[src/rtl/tmip_pkg.sv]
// Shared action/size codes and scheduler state encoding for the TMIP engine front end.
package tmip_pkg;

    localparam int unsigned MAX_ACT_DEF = 8;

    typedef enum logic [2:0] {
        ACT_GRAY_MAX = 3'd0,
        ACT_GRAY_AVG = 3'd1,
        ACT_GRAY_WGT = 3'd2,
        ACT_MAXPOOL  = 3'd3,
        ACT_NEG      = 3'd4,
        ACT_FLIP     = 3'd5,
        ACT_FILTER   = 3'd6,
        ACT_XCORR    = 3'd7
    } act_e;

    localparam logic [1:0] SZ_4X4   = 2'd0;
    localparam logic [1:0] SZ_8X8   = 2'd1;
    localparam logic [1:0] SZ_16X16 = 2'd2;
    localparam logic [1:0] SZ_ILL   = 2'd3;

    typedef enum logic [2:0] {
        StIdle,
        StLoad,
        StIssue,
        StWait,
        StFinish
    } state_e;

endpackage

[src/rtl/tmip_action_buf.sv]
// Action code register file: sequential write with running count, two combinational
// read ports (idx and idx+1) for look-ahead folding.
module tmip_action_buf
    import tmip_pkg::*;
#(
    parameter int unsigned MAX_ACT = MAX_ACT_DEF,
    parameter int unsigned CNT_W   = 4
) (
    input  logic             clk_i,
    input  logic             rst_i,
    input  logic             clr_i,
    input  logic             wr_en_i,
    input  logic [2:0]       wr_data_i,
    input  logic [CNT_W-1:0] rd_idx_i,
    output logic [CNT_W-1:0] count_o,
    output logic             full_o,
    output logic [2:0]       rd_data0_o,
    output logic [2:0]       rd_data1_o
);

    logic [2:0]       mem_q [MAX_ACT];
    logic [CNT_W-1:0] count_q, count_d;
    logic [CNT_W-1:0] wr_ptr;
    logic [CNT_W-1:0] rd_nxt;
    logic             wr_ok;

    // A clear and a write in the same cycle start a fresh set at slot 0.
    assign wr_ptr  = clr_i ? '0 : count_q;
    assign full_o  = (count_q == CNT_W'(MAX_ACT));
    assign wr_ok   = wr_en_i && (wr_ptr != CNT_W'(MAX_ACT));
    assign count_o = count_q;
    assign rd_nxt  = rd_idx_i + CNT_W'(1);

    always_comb begin
        count_d = clr_i ? '0 : count_q;
        if (wr_ok) begin
            count_d = wr_ptr + CNT_W'(1);
        end
    end

    always_ff @(posedge clk_i) begin
        if (rst_i) begin
            count_q <= '0;
            for (int i = 0; i < int'(MAX_ACT); i++) begin
                mem_q[i] <= '0;
            end
        end else begin
            count_q <= count_d;
            for (int i = 0; i < int'(MAX_ACT); i++) begin
                if (wr_ok && (wr_ptr == CNT_W'(i))) begin
                    mem_q[i] <= wr_data_i;
                end
            end
        end
    end

    always_comb begin
        rd_data0_o = '0;
        rd_data1_o = '0;
        for (int i = 0; i < int'(MAX_ACT); i++) begin
            if (rd_idx_i == CNT_W'(i)) begin
                rd_data0_o = mem_q[i];
            end
            if (rd_nxt == CNT_W'(i)) begin
                rd_data1_o = mem_q[i];
            end
        end
    end

endmodule

[src/rtl/tmip_action_scheduler.sv]
// Captures one action set, folds redundant actions and issues the rest to the engine
// one at a time over a valid/ready + done handshake.
module tmip_action_scheduler
    import tmip_pkg::*;
#(
    parameter int unsigned MAX_ACT = MAX_ACT_DEF,
    parameter int unsigned CNT_W   = 4
) (
    input  logic       clk,
    input  logic       rst,
    input  logic       sz_valid,
    input  logic [1:0] image_size,
    input  logic       in_valid2,
    input  logic [2:0] action,
    output logic       op_valid,
    input  logic       op_ready,
    output logic [2:0] op_code,
    output logic [1:0] op_size,
    output logic       op_flip,
    input  logic       eng_done,
    output logic       busy,
    output logic       seq_done,
    output logic       err
);

    state_e           state_q, state_d;
    logic [CNT_W-1:0] idx_q, idx_d;
    logic [1:0]       cur_size_q, cur_size_d;
    logic             flip_pend_q, flip_pend_d;
    logic             end_q, end_d;
    logic             err_q, err_d;
    logic             op_valid_q, op_valid_d;
    logic [2:0]       op_code_q, op_code_d;
    logic [1:0]       op_size_q, op_size_d;
    logic             op_flip_q, op_flip_d;

    logic             buf_clr, buf_wr, buf_full;
    logic [CNT_W-1:0] count;
    logic [2:0]       rd0, rd1;
    act_e             cur_act;
    logic             issue, err_set, err_clr;

    tmip_action_buf #(
        .MAX_ACT (MAX_ACT),
        .CNT_W   (CNT_W)
    ) u_buf (
        .clk_i      (clk),
        .rst_i      (rst),
        .clr_i      (buf_clr),
        .wr_en_i    (buf_wr),
        .wr_data_i  (action),
        .rd_idx_i   (idx_q),
        .count_o    (count),
        .full_o     (buf_full),
        .rd_data0_o (rd0),
        .rd_data1_o (rd1)
    );

    assign cur_act = act_e'(rd0);

    always_comb begin
        state_d     = state_q;
        idx_d       = idx_q;
        cur_size_d  = cur_size_q;
        flip_pend_d = flip_pend_q;
        end_d       = end_q;
        op_valid_d  = op_valid_q;
        op_code_d   = op_code_q;
        op_size_d   = op_size_q;
        op_flip_d   = op_flip_q;
        buf_clr     = 1'b0;
        buf_wr      = 1'b0;
        issue       = 1'b0;
        err_set     = 1'b0;
        err_clr     = 1'b0;
        busy        = (state_q == StLoad) || (state_q == StIssue) || (state_q == StWait);
        seq_done    = 1'b0;

        if (!busy && sz_valid) begin
            cur_size_d = (image_size == SZ_ILL) ? SZ_16X16 : image_size;
            err_set    = (image_size == SZ_ILL);
        end

        unique case (state_q)
            StIdle: begin
                if (in_valid2) begin
                    buf_clr     = 1'b1;
                    buf_wr      = 1'b1;
                    err_clr     = 1'b1;
                    idx_d       = '0;
                    flip_pend_d = 1'b0;
                    end_d       = 1'b0;
                    state_d     = StLoad;
                end
            end
            StLoad: begin
                if (in_valid2) begin
                    buf_wr  = 1'b1;
                    err_set = buf_full;
                end else begin
                    state_d = StIssue;
                end
            end
            StIssue: begin
                if (in_valid2) begin
                    err_set = 1'b1;
                end
                if (op_valid_q) begin
                    if (op_ready) begin
                        if (op_code_q == ACT_MAXPOOL) begin
                            cur_size_d = cur_size_q - 2'd1;
                        end
                        end_d      = (op_code_q == ACT_XCORR);
                        idx_d      = idx_q + CNT_W'(1);
                        op_valid_d = 1'b0;
                        op_code_d  = '0;
                        op_size_d  = '0;
                        op_flip_d  = 1'b0;
                        state_d    = StWait;
                    end
                end else if (end_q) begin
                    state_d = StFinish;
                end else if (idx_q == count) begin
                    err_set = 1'b1;
                    state_d = StFinish;
                end else begin
                    if ((idx_q == '0) && (rd0 > ACT_GRAY_WGT)) begin
                        err_set = 1'b1;
                    end
                    // Skipped actions advance idx this cycle; issued ones advance on handshake.
                    unique case (cur_act)
                        ACT_GRAY_MAX, ACT_GRAY_AVG, ACT_GRAY_WGT: begin
                            if (idx_q == '0) begin
                                issue = 1'b1;
                            end else begin
                                err_set = 1'b1;
                                idx_d   = idx_q + CNT_W'(1);
                            end
                        end
                        ACT_MAXPOOL: begin
                            if (cur_size_q == SZ_4X4) idx_d = idx_q + CNT_W'(1);
                            else                      issue = 1'b1;
                        end
                        ACT_NEG: begin
                            if (((idx_q + CNT_W'(1)) < count) && (rd1 == ACT_NEG)) begin
                                idx_d = idx_q + CNT_W'(2);
                            end else begin
                                issue = 1'b1;
                            end
                        end
                        ACT_FLIP: begin
                            flip_pend_d = !flip_pend_q;
                            idx_d       = idx_q + CNT_W'(1);
                        end
                        ACT_FILTER, ACT_XCORR: issue = 1'b1;
                    endcase
                    if (issue) begin
                        op_valid_d = 1'b1;
                        op_code_d  = rd0;
                        op_size_d  = cur_size_q;
                        op_flip_d  = (cur_act == ACT_XCORR) && flip_pend_q;
                    end
                end
            end
            StWait: begin
                if (in_valid2) begin
                    err_set = 1'b1;
                end
                if (eng_done) begin
                    state_d = StIssue;
                end
            end
            StFinish: begin
                seq_done = 1'b1;
                state_d  = StIdle;
            end
            default: state_d = StIdle;
        endcase

        err_d = err_set ? 1'b1 : (err_clr ? 1'b0 : err_q);
    end

    always_ff @(posedge clk) begin
        if (rst) begin
            state_q     <= StIdle;
            idx_q       <= '0;
            cur_size_q  <= '0;
            flip_pend_q <= 1'b0;
            end_q       <= 1'b0;
            err_q       <= 1'b0;
            op_valid_q  <= 1'b0;
            op_code_q   <= '0;
            op_size_q   <= '0;
            op_flip_q   <= 1'b0;
        end else begin
            state_q     <= state_d;
            idx_q       <= idx_d;
            cur_size_q  <= cur_size_d;
            flip_pend_q <= flip_pend_d;
            end_q       <= end_d;
            err_q       <= err_d;
            op_valid_q  <= op_valid_d;
            op_code_q   <= op_code_d;
            op_size_q   <= op_size_d;
            op_flip_q   <= op_flip_d;
        end
    end

    assign op_valid = op_valid_q;
    assign op_code  = op_code_q;
    assign op_size  = op_size_q;
    assign op_flip  = op_flip_q;
    assign err      = err_q;

endmodule

[config.mk]
export PLATFORM = sky130hd
export DESIGN_NAME = tmip_action_scheduler
export DESIGN_NICKNAME = d
export VERILOG_FILES = /design/src/rtl/tmip_pkg.sv /design/src/rtl/tmip_action_buf.sv /design/src/rtl/tmip_action_scheduler.sv
export SDC_FILE = /design/constraint.sdc
export NUM_CORES = 1
export LEC_CHECK = 0
export CAP_MARGIN = 20
export CORE_MARGIN = 10
export CORE_UTILIZATION = 59
export DETAILED_ROUTE_END_ITERATION = 7
export GPL_TIMING_DRIVEN = 0
export PLACE_DENSITY = 0.8
export SLEW_MARGIN = 20
export SYNTH_ARGS = -nofsm -noshare
export SYNTH_HDL_FRONTEND = slang
export SYNTH_SLANG_ARGS = --single-unit
[constraint.sdc]
create_clock -name clk -period 3.7 [get_ports clk]
set_clock_uncertainty 0.2 [all_clocks]
set_input_delay 0.37 -clock clk [delete_from_list [all_inputs] [get_ports clk]]
set_output_delay 0.37 -clock clk [all_outputs]
set_load 0.005 [all_outputs]
# Yosys cells after proc, flatten, opt, wreduce, memory -nomap -nowiden
# Memories as Yosys holds them, arrays and structs flattened.
# Cells that the tools add are included.
classes:
  add_sub_neg: 4
  mux: 129
  order_cmp: 2
  n_reduce_logical: 34
  n_eq_ne: 59
  n_bitwise: 8
ops:
  columns: ["op", "n"]
  rows:
  - ["3-bit 2-to-1 mux", 36]
  - ["1-bit 2-to-1 mux", 65]
  - ["4-bit by 3-bit == test with 1-bit output, second input constant", 12]
  - ["4-bit 2-to-1 mux", 10]
  - ["4-bit by 2-bit == test with 1-bit output, second input constant", 6]
  - ["2-bit 2-to-1 mux", 11]
  - ["3-bit == test, second input constant", 7]
  - ["2-bit inequality test, second input constant", 10]
  - ["4-bit inequality test, second input constant", 4]
  - ["4-bit one-hot mux with 4 select lines", 1]
  - ["3-bit by 2-bit == test with 1-bit output, second input constant", 5]
  - ["1-bit logical AND", 13]
  - ["4-bit by 1-bit == test with 1-bit output, second input constant", 3]
  - ["4-bit logical NOT", 3]
  - ["3-bit one-hot mux with 4 select lines", 1]
  - ["5-bit AND reduction", 2]
  - ["3-bit inequality test, second input constant", 3]
  - ["9-bit AND reduction", 1]
  - ["4-bit by 1-bit adder with 4-bit output, second input constant", 2]
  - ["1-bit OR", 8]
  - ["4-bit one-hot mux with 2 select lines", 1]
  - ["3-bit by 1-bit == test with 1-bit output, second input constant", 2]
  - ["3-bit logical NOT", 2]
  - ["6-bit by 2-bit inequality test with 1-bit output, second input constant", 1]
  - ["20 further kinds", 27]
totals:
  ramBits: 24
  mem_count: 1
  output_inout_bits: 10
  in_bits: 11
  reg_bits: 23
memory_table:
  columns: ["name", "words", "width", "read_ports", "rd_clocked_by_memory_dff", "write_ports", "line", "source"]
  rows:
  - ["u_buf.mem_q", 8, 3, 8, 0, 8, "tmip_action_buf.sv:21", "logic [2:0] mem_q [MAX_ACT];"]

# Logic depth before layout (Yosys ltp)
logic_depth:
  word_depth: 22
  depth_mapped: 13
  ltp_nobuf: 10

# Cells and area by module
# Synthesis repeated with hierarchy kept, for this count alone.
hier_totals:
  hier_cells: 354
  hier_area_um2: 3151.8
modules_own_cells:
  columns: ["module", "seq_area_each_um2", "area_per_inst_um2", "cells_per_inst", "instances"]
  rows:
  - ["tmip_action_buf", 800.8, 1783.0, 182, 1]
  - ["tmip_action_scheduler", 380.4, 1368.8, 172, 1]

# Least setup slack after synthesis
# No wires, ideal clock.
synth_path:
  kind: "register -> register"
  startpoint: "reg idx_q[1]"
  endpoint: "reg idx_q[1]"
  t_required_ns: 3.426
  t_arrival_ns: 2.905
  setup_slack_ns: 0.520
  setup_time_ns: 0.074
  n_path_buf: 1
  stages_incl_launch_ff: 12
  path_cell_list: "dfxtp_1 -> ha_1 -> buf_4 -> xor2_1 -> ha_1 -> a21oi_1 -> o21ai_0 -> a2111oi_4 -> a21o_1 -> a21oi_2 -> or4_1 -> a31oi_1"
synth_via:
  elab_chain_len: 16
  word_cells_on_any_way: 60
  classes_between: "add/sub: 2; order compare: 1; eq/ne: 26; mux: 25; reduce/logical: 6"
synth_rtl:
  columns: ["element", "line", "source"]
  rows:
  - ["start: declaration", "tmip_action_scheduler.sv:27", "logic [CNT_W-1:0] idx_q, idx_d;"]
  - ["start signal: assignment", "tmip_action_scheduler.sv:197", "idx_q <= idx_d;"]
  - ["branches (longest 16 deep; another with 4-bit by 1-bit adder with 4-bit output)", null, null]
# Parallel ways; which one is timed is not known. The select of a mux whose other input is x is not followed.
# A chain may end at the register's enable or synchronous reset.

# Worst setup path after layout
# Ends and elaborated chain as after synthesis.

==> results by group <==
Synth
  • Top post-synthesis cells by area: edfxtp_1 (24%), dfxtp_1 (15%), ha_1 (6.6%)
  • Register area share after synthesis: about two fifths
  • Synth cell types: 65
  • Synth top area share: 23.86%
  • #FFs+latches synth: 47
  • Post-Syn Area: 3020 um^2
  • Cell type with the largest total area after synthesis: edfxtp_1
  • Yosys Warn Count: 0
  • Syn avg cell area: 8.884 um^2
  • Mapped Cells: 340
  • Post-synth top flop: edfxtp_1
  • Net Count, Synth: 367
  • Number of flops mapped to enable cells by yosys: 24
  • Synth async-reset ratio: 0%

Finish
  • Layout cells sized above 1: 8.992%
  • Commonest cells after routing, fill and taps aside: nor2_1 (44), nand2_1 (36), edfxtp_1 (24), inv_1 (21), dfxtp_1 (21)
  • Most common cell after layout, fill and taps aside: nor2_1
  • Nets: 393
  • Area Growth Syn to Fin: 12.43%
  • N_diodes: 0

Pwr
  • Maximum vdd drop: around 0.00029 V
  • Logic pwr share: 15.8%
  • Overall power: roughly 1.1 mW
  • Leak: 1.312 nW
  • Clock share of power: 29.3%
  • Power Density: 316.8 nW/um^2
  • Sw frac: roughly 28%
  • Net switching power: between 0.3 and 0.4 mW
  • Cell-internal power: 0.7743 mW
  • Flop pwr share: 54.9%

Timing
  • Worst slew pin tran: 594.7 ps
  • RSZ-0062 raised after global routing: false
  • Headroom to the max-slew limit: about three fifths
  • Final Hold Fails: 0
  • Tmin final: about 3400 ps
  • Crit share post-route: 92.79%
  • Top achievable clock speed: ~290 MHz
  • Final TNS setup: 0 ps
  • Final Max Slew Viols: 0
  • Final setup viols: 0

Worst setup path
  • R2R Path End: idx_q[1]
  • Critical path arrival: 3470 ps
  • RR Startpoint: idx_q[1]
  • CP Capture Type: flop
  • Crit path from: idx_q[1]
  • WP data required: 3730 ps
  • Flop2flop setup slack: 270 ps
  • Setup crit end: idx_q[1]
  • Crit-path max FO: 10
  • Critical Path Start Type: flop
  • Setup Crit Path Kind: reg2reg
  • R2R depth: 11

Routing
  • 1st-pass router iterations: 5
  • Antenna Nets Post-Route: 0
  • DRC: 0
  • Vias/cell: 6.150
  • DR WL/cell: 17.51 um
  • Final WL: between 7000 and 8000 um
  • Vias: 2669
  • Initial detailed-routing violation count: 210

Floorplanning
  • Die H: 91.55 um
  • Cell row count: 25
  • Core area: 4848 um^2
  • Starting Density: 62.30%
  • I/O pin total: 21
  • Die Area: 8381 um^2
  • Die Wd: 91.55 um

Global route
  • Global-route wire length before repair: 12300 um
  • Pin count of the biggest net entering global routing: 16
  • GRT Util Overall: 17.88%
  • Initial antenna violation count: 0
  • Grt total ovfl: 0
  • Vias in the first global route: 2465

Clock network
  • Number of clock buffers inserted by TritonCTS: 5
  • Root Driver: clkbuf_8
  • Hold-fix buffers at CTS: 0
  • H-tree depth: 2
  • Clock Path Buffers: 2
  • CTS tree: done
  • Clock Pin Slew Worst Setup and Hold Paths: 90 ps
  • Sink Count: 47
  • Clock Latency Late Sink: 310 ps

Place
  • Placer's final routability congestion estimate: 0.9708
  • Port bufs: 19
  • Final HPWL DP: just under 6000 um

Run
  • Max Cap Violations: 0

Outcome
  • Status: finished, final reports clean

Hold path
  • Worst Hold Class: reg2reg
-- Yosys cell counts, types with 4 or more instances --
cell type / count
dfxtp_1: 23
xor2_1: 5
inv_1: 21
nor3_1: 11
a21oi_1: 16
o21ai_0: 9
ha_1: 16
o22ai_1: 4
nand3_1: 12
xnor2_1: 4
nand2_1: 36
nand3b_1: 5
a211oi_1: 5
edfxtp_1: 24
nand4_1: 4
clkbuf_1: 9
nor2b_1: 8
nor3b_1: 5
a221oi_1: 4
nor2_1: 44
-- worst max-delay path: stages, from the launching register on --
cell and delay (ps):
dfxtp_2 460, ha_2 290, buf_4 200, xor2_2 230
ha_1 280, a21oi_1 150, o21ai_0 170, a2111oi_4 400
a21o_1 200, a21oi_2 120, or4_1 490, a31oi_1 160
-- per-layer routing --
| metal | share of wire, % | wire length, um | GRT usage (%) | vias up |
|---|---|---|---|---|
| met2 | 45 | 3452 | 27.73 | 136 |
| met1 | 44 | 3319 | 24.06 | 1233 |
| met3 | 9.0 | 682 | 3.210 | 13 |
| li1 | - | - | - | 1287 |
| met5 | 0 | 0 | 0 | - |
| met4 | 1.9 | 146 | 6.658 | 0 |
-- flip-flops by register name, summed over array words and instances, names as in the netlist --
signal         cells
u_buf.mem_q       24
idx_q              4
u_buf.count_o      4
op_code            3
state_q            3
cur_size_q         2
op_size            2
end_q              1
err                1
flip_pend_q        1
op_flip            1
op_valid           1
-- how the worst min path moves through the flow --
stage / cells past startpoint / slack [ps] / to / from
floorplan: 1 / 230 / op_size[1] / cur_size_q[1]
global placement: 2 / 240 / op_size[1] / op_size[1]
detailed placement: 2 / 240 / op_size[1] / op_size[1]
CTS: 2 / 260 / op_size[1] / op_size[1]
global route: 1 / 280 / op_size[1] / cur_size_q[1]
finish: 2 / 260 / op_size[1] / op_size[1]
-- layout make-up --
| type | instances | area [um^2] |
|---|---|---|
| Tap cell | 67 | 83.83 |
| Buffer | 16 | 86.33 |
| Fill cell | 411 | 1453 |
| Multi-Input combinational cell | 256 | 1684 |
| Inverter | 21 | 78.83 |
| Sequential cell | 47 | 1184 |
| Clock inverter | 2 | 16.27 |
| Timing Repair Buffer | 19 | 190.2 |
| Clock buffer | 6 | 72.57 |
-- what timing repair did --
action,in CTS,in global routing
setup buffers,0,0
resized for setup,1,3
setup endpoints to repair,1,5
hold endpoints to repair,0,0
-- cells by family (layout without fill, tap and decap cells) --
group | count (synthesis) | count (layout) | synth area share (%)
buffers and inverters | 37 | 64 | 5.468
AOI/OAI and AO/OA | 76 | 76 | 19.76
DFF | 47 | 47 | 39.11
adders and majority gates | 16 | 16 | 6.628
and+or+nand+nor | 153 | 153 | 25.73
muxes | 2 | 2 | 0.7042
xor gates and xnor gates | 9 | 9 | 2.610
-- metrics by stage --
stage               cells  hold slack [ps]  cell area (um^2)  setup slack, ps  utilization (%)
finish                434            255.1              3396            266.9            70.04
global route          434            279.4              3396            48.76            70.04
CTS                   434            258.5              3385            70.82            69.81
detailed placement    426            244.4              3294            46.10            67.95
global placement      426            236.8              3294            87.29            67.95
floorplan             340            232.3              3020            520.4                -
-- power by group through the flow --
stage / logic, mW / clock network [mW] / registers [mW]
detailed placement: 0.167 / 0 / 0.602
floorplan: 0.117 / 0 / 0.593
global route: 0.188 / 0.335 / 0.593
finish: 0.169 / 0.315 / 0.591
CTS: 0.168 / 0.317 / 0.590
global placement: 0.163 / 0 / 0.601
Note: power is estimated with default switching activity, not from simulation.
